[config.mk]
export PLATFORM = sky130hd
export DESIGN_NAME = decode_sched
export DESIGN_NICKNAME = d
export VERILOG_FILES = /design/src/rtl/decode_sched_pkg.sv /design/src/rtl/decode_rr_arb.sv /design/src/rtl/decode_sched.sv
export SDC_FILE = /design/constraint.sdc
export NUM_CORES = 1
export LEC_CHECK = 0
export CAP_MARGIN = 20
export CORE_AREA = 2 2 93 77
export DETAILED_ROUTE_END_ITERATION = 7
export DIE_AREA = 0 0 95 79
export GPL_TIMING_DRIVEN = 0
export PLACE_DENSITY_LB_ADDON = 0.25
export SETUP_SLACK_MARGIN = 0.05
export SYNTH_ARGS = -nofsm -noshare
export SYNTH_HDL_FRONTEND = slang
export SYNTH_HIERARCHICAL = 1
export SYNTH_SLANG_ARGS = --single-unit
[constraint.sdc]
create_clock -name clk -period 1.4 [get_ports clk]
set_input_delay 0.28 -clock clk [delete_from_list [all_inputs] [get_ports clk]]
set_output_delay 0.28 -clock clk [all_outputs]
set_load 0.02 [all_outputs]
[src/rtl/decode_sched_pkg.sv]
`default_nettype none
// ============================================================================
// Module      : decode_sched_pkg
// Description : Shared constants for the decoder job scheduler: FSM state
//               encoding, requester select codes and input-RAM geometry.
// Revision    : 1.0 - initial release
// ============================================================================
package decode_sched_pkg;

  // Input-RAM geometry defaults (mirror the decoder wrapper's params.v)
  localparam int OUT_D_SIZE_DEF = 32;
  localparam int OUT_DEPTH_DEF  = 10;

  // Scheduler FSM encoding
  localparam int         ST_W     = 3;
  localparam logic [2:0] ST_IDLE  = 3'd0;
  localparam logic [2:0] ST_START = 3'd1;
  localparam logic [2:0] ST_RUN   = 3'd2;
  localparam logic [2:0] ST_DONE  = 3'd3;
  localparam logic [2:0] ST_ERR   = 3'd4;

  // Requester select codes; the value doubles as the decoder `mode` bit
  localparam logic SEL_RQ  = 1'b1;
  localparam logic SEL_RND = 1'b0;

endpackage
`default_nettype wire

[src/rtl/decode_rr_arb.sv]
`default_nettype none
// ============================================================================
// Module      : decode_rr_arb
// Description : Two-way round-robin grant between the Rq and Rounded decode
//               clients. Remembers which client finished last and favours the
//               other one when both request together.
// Revision    : 1.0 - initial release
// ============================================================================
module decode_rr_arb
  import decode_sched_pkg::*;
(
  input  logic clk,
  input  logic rst,
  input  logic i_req_rq,
  input  logic i_req_rnd,
  input  logic i_upd,      // a job has just completed
  input  logic i_served,   // select code of the completed job
  output logic o_any,      // at least one client requesting
  output logic o_sel       // client to grant (valid when o_any)
);

  logic r_last_served;

  // Track the last completed client; Rounded at reset so Rq wins the first tie
  always_ff @(posedge clk) begin
    if (rst) begin
      r_last_served <= SEL_RND;
    end else if (i_upd) begin
      r_last_served <= i_served;
    end
  end

  // Single requester wins outright; on a tie the one not served last wins
  always_comb begin
    o_any = i_req_rq | i_req_rnd;
    if (i_req_rq && i_req_rnd) begin
      o_sel = ~r_last_served;
    end else begin
      o_sel = i_req_rq ? SEL_RQ : SEL_RND;
    end
  end

endmodule
`default_nettype wire

[src/rtl/decode_sched.sv]
`default_nettype none
// ============================================================================
// Module      : decode_sched
// Description : Job scheduler in front of the shared mode-switched decoder.
//               Arbitrates Rq/Rounded clients, drives start/mode, watches done
//               with a watchdog and blocks host input-RAM writes during a job.
// Revision    : 1.0 - initial release
// ============================================================================
module decode_sched
  import decode_sched_pkg::*;
#(
  parameter int              TO_W       = 16,
  parameter logic [TO_W-1:0] TO_MAX     = 16'hFFFF,
  parameter int              OUT_D_SIZE = OUT_D_SIZE_DEF,
  parameter int              OUT_DEPTH  = OUT_DEPTH_DEF
) (
  input  logic                  clk,
  input  logic                  rst,
  input  logic                  req_rq,
  input  logic                  req_rnd,
  output logic                  ack_rq,
  output logic                  ack_rnd,
  output logic                  fin_rq,
  output logic                  fin_rnd,
  output logic                  busy,
  output logic                  err,
  output logic [TO_W-1:0]       last_lat,
  output logic                  dec_start,
  output logic                  dec_mode,
  input  logic                  dec_done,
  input  logic                  h_we,
  input  logic [OUT_DEPTH-1:0]  h_aw,
  input  logic [OUT_D_SIZE-1:0] h_dw,
  output logic                  rp_we,
  output logic [OUT_DEPTH-1:0]  rp_aw,
  output logic [OUT_D_SIZE-1:0] rp_dw,
  output logic                  wr_rej
);

  localparam logic [TO_W-1:0] C_WD_LAST = TO_MAX - 1'b1;

  logic [ST_W-1:0] r_state;
  logic [ST_W-1:0] w_state_nxt;
  logic            r_sel;
  logic            r_dec_start;
  logic [TO_W-1:0] r_wd;
  logic [TO_W-1:0] r_last_lat;
  logic            r_wr_rej;
  logic            w_any;
  logic            w_arb_sel;
  logic            w_idle;
  logic            w_grant;
  logic            w_done_st;

  decode_rr_arb u_arb (
    .clk       (clk),
    .rst       (rst),
    .i_req_rq  (req_rq),
    .i_req_rnd (req_rnd),
    .i_upd     (w_done_st),
    .i_served  (r_sel),
    .o_any     (w_any),
    .o_sel     (w_arb_sel)
  );

  // State register
  always_ff @(posedge clk) begin
    if (rst) begin
      r_state <= ST_IDLE;
    end else begin
      r_state <= w_state_nxt;
    end
  end

  // Next-state logic; done is only looked at while the job is running
  always_comb begin
    w_state_nxt = r_state;
    case (r_state)
      ST_IDLE:  if (w_any) w_state_nxt = ST_START;
      ST_START: w_state_nxt = ST_RUN;
      ST_RUN: begin
        if (dec_done) begin
          w_state_nxt = ST_DONE;
        end else if (r_wd == C_WD_LAST) begin
          w_state_nxt = ST_ERR;
        end
      end
      ST_DONE:  w_state_nxt = ST_IDLE;
      ST_ERR:   w_state_nxt = ST_ERR;
      default:  w_state_nxt = ST_IDLE;
    endcase
  end

  // Moore outputs decoded from the state, plus the host write gate
  always_comb begin
    w_idle    = (r_state == ST_IDLE);
    w_done_st = (r_state == ST_DONE);
    w_grant   = w_idle & w_any;
    ack_rq    = (r_state == ST_START) & (r_sel == SEL_RQ);
    ack_rnd   = (r_state == ST_START) & (r_sel == SEL_RND);
    fin_rq    = w_done_st & (r_sel == SEL_RQ);
    fin_rnd   = w_done_st & (r_sel == SEL_RND);
    busy      = ~w_idle;
    err       = (r_state == ST_ERR);
    rp_we     = h_we & w_idle;
    rp_aw     = h_aw;
    rp_dw     = h_dw;
  end

  // Job datapath: latched select/mode, start pulse, watchdog, latency, reject
  always_ff @(posedge clk) begin
    if (rst) begin
      r_sel       <= SEL_RND;
      r_dec_start <= 1'b0;
      r_wd        <= '0;
      r_last_lat  <= '0;
      r_wr_rej    <= 1'b0;
    end else begin
      if (w_grant) begin
        r_sel <= w_arb_sel;
      end
      // Registered so the decoder sees start one cycle after the ack
      r_dec_start <= (r_state == ST_START);
      if (r_state == ST_START) begin
        r_wd <= '0;
      end else if (r_state == ST_RUN) begin
        r_wd <= r_wd + 1'b1;
      end
      if ((r_state == ST_RUN) && dec_done) begin
        r_last_lat <= r_wd + 1'b1;
      end
      r_wr_rej <= h_we & ~w_idle;
    end
  end

  assign dec_start = r_dec_start;
  assign dec_mode  = r_sel;
  assign last_lat  = r_last_lat;
  assign wr_rej    = r_wr_rej;

endmodule
`default_nettype wire

==> reports/metrics.csv <==
metric,value,unit
track_usage,0.157,
tns,-4460,ps
layout.nets,432,
synth_top_family_by_area,simple AND/OR/NAND/NOR gates,
rows,27,
ys.flop_type,dfxtp_1,
synth-compound-area-share,0.119,
yosysTopAreaCell,dfxtp_1,
synth_area_leaders,"dfxtp_1 (35%), buf_4 (14%), xor2_1 (6.3%), nor2_1 (4.9%), a211oi_1 (4.4%)",
layout-drive-gt1-share,0.465,
synthSimpleGateAreaFrac,0.235,
routedWlPerCell,13.9,um
ys_async_sr_fraction,0,
die_x,95,um
hold_viol_final,0,
hpwl,4.13,mm
setup_ws,-233,ps
start_kind,flop,
rsz0062_at_grt,true,
synthMuxAreaShare,0.00895,
io_buffers,73,
path_clk_slew,80,ps
p_leak,1.65,nW
drv_slew,0,
period_share,1.17,
antenna_found_initial,0,
viasPerCell,4.76,
final_util,0.592,
yosysMostFrequentCell,buf_4,
die_h,79,um
worst_slew_pin_slew,622,ps
cts_buffer_depth,2,
ys_types,43,
dieArea,7510,sq um
synth_top_area_frac,0.349,
fin_skew,5.05,ps
area_growth,76.1,%
setup_viol,36,
drt_iter0_drc,146,
first_pass_iters,4,
synthesis.instances,263,
ys_warn_count,6,
cp.arrival,1350,ps
syn_avg_cell_area,8.51,sq um
met1_usage,0.219,
cts.htree.levels,2,
end_kind,primary output,
failed_checks,setup timing,
synth_edf_count,0,
grt_pass1_vias,2004,
worst_slew_margin_rel,0.585,
route.detailed.drc,0,
io_pins,116,
critPathSlowestCell,or3b_4,
status,"finished, violations left",
critical-path-max-stage-delay,440,ps
hold_buffers,0,
start_util,0.336,
wl,6.53,mm
clk_latency,290,ps
synth_xor_area_frac,0.0744,
grt_pass1_wl,9.32,mm
ys_seq_area_frac,0.349,
crit_type,reg -> out,
vias,2237,
cts_inserted_buffers,5,
met3_usage,0.0417,
clock.fmax,612,MHz
hold_path.class,reg -> reg,
root_buffer,clkbuf_8,
n_fill_cell,575,
syn_area,2240,sq um
whs,490,ps
path_max_fanout,5,
syn_nets,313,
use_met2,0.238,
required,1120,ps
clock-sinks,39,
grt_max_degree,13,
synthTopCellsByCount,"buf_4 (43), dfxtp_1 (39), nor2_1 (29)",
crit_chain,or3b_4 > nor2_2 > buf_4,
core,6660,sq um
gr-total-overflow,0,
diodes,0,
ys_ff_latch,39,
ant_nets,0,
layout_min_cycle_time,1630,ps
maxCapViolations,0,
powerDensity,807,nW/um^2
grt_most_used_layer,met2,
synthAdderAreaFrac,0.0112,
peakVddDrop,0.396,mV
cts_tree,yes,
place.gp.congestion,0.804,
==> area by class of cell <==
type,count,area (sq um),area share
plain buffers,55,470,0.119
clock buffers,6,72.6,0.0184
clock inverters,2,60.1,0.0152
inverters,4,15.0,0.00381
multi-input cells,160,1240,0.314
flip-flops and latches,39,825,0.209
well taps,87,109,0.0276
repair buffers,117,1150,0.292
==> routing by layer <==
metal / up-vias / part of all wire / wire length (um)
met2: 102 / 0.47 / 3080
met1: 1031 / 0.44 / 2890
met3: 5 / 0.074 / 483
met5: - / 0 / 0
met4: 0 / 0.010 / 68
li1: 1099 / - / -
==> registers in the layout, summed over array words and instances, names as in the netlist <==
signal,flops
u_arb/r_last_served,1
dec_mode,1
wr_rej,1
r_state,3
r_wd,16
last_lat,16
dec_start,1
==> critical path: cells and delay by family (launching register included) <==
family / cells / cell delay [ps]
and+or+nand+nor: 2 / 530
DFF: 1 / 390
buffers and inverters: 1 / 140
==> path summary, 6_finish.rpt <==
| path | startpoint | end | slack, ps | depth (start not counted) |
|---|---|---|---|---|
| worst max-delay path | r_state[0] | ack_rnd | -230 | 3 |
| worst min-delay path | last_lat[4] | last_lat[4] | 490 | 2 |
| worst max register to register | r_state[0] | r_wd[10] | -220 | 7 |
| worst min register to register | last_lat[4] | last_lat[4] | 490 | 2 |
==> cell usage in the layout, fill, tap and decap left out, types with 3 or more instances in the layout <==
| cell type | instances |
|---|---|
| nand4_1 | 8 |
| nand3_4 | 3 |
| a211oi_2 | 7 |
| dfxtp_4 | 9 |
| nor2_2 | 3 |
| xnor2_1 | 3 |
| xor2_2 | 3 |
| dfxtp_2 | 8 |
| clkbuf_8 | 8 |
| dlygate4sd2_1 | 18 |
| buf_8 | 4 |
| dfxtp_1 | 22 |
| nand2_2 | 5 |
| xor2_1 | 13 |
| buf_4 | 72 |
| clkdlybuf4s50_1 | 47 |
| nand2_1 | 8 |
| buf_6 | 19 |
| or3_1 | 6 |
| and4_1 | 3 |
| a211oi_1 | 7 |
| inv_1 | 3 |
| nor2_1 | 20 |
| o21ai_0 | 6 |
| nor2_4 | 6 |
| nand3_1 | 5 |
| a21oi_1 | 8 |
| nand2b_1 | 3 |
| buf_12 | 3 |
==> cell families (layout without fill, tap and decap cells) <==
logic type | count (synthesis) | count (layout)
simple gates | 97 | 97
buf+inv | 64 | 184
compound gates | 40 | 40
flops | 39 | 39
xor+xnor | 19 | 19
fa+ha+maj | 2 | 2
mux | 2 | 2
==> per-stage QoR <==
step,power (mW),area (sq um),instances,setup slack (ps)
2_1_floorplan,1.64,2320,263,-67.0
3_3_place_gp,1.92,3160,423,-582
3_5_place_dp,1.92,3160,423,-577
4_1_cts,3.11,3590,456,-290
5_1_grt,3.30,3940,470,-275
6_report,3.18,3940,470,-233
==> repair_timing <==
action,CTS,global route
pin swaps,25,29
cloned,2,1
gates resized for setup,91,64
setup buffers,26,16
setup endpoints to repair,58,42
==> where the power goes <==
part | internal (mW) | switching, mW | total (mW)
sequential | 1.14 | 0.0465 | 1.19
clock | 0.713 | 0.411 | 1.12
combinational | 0.480 | 0.384 | 0.864
total | 2.34 | 0.842 | 3.18
(Power assumes the default switching activity.)
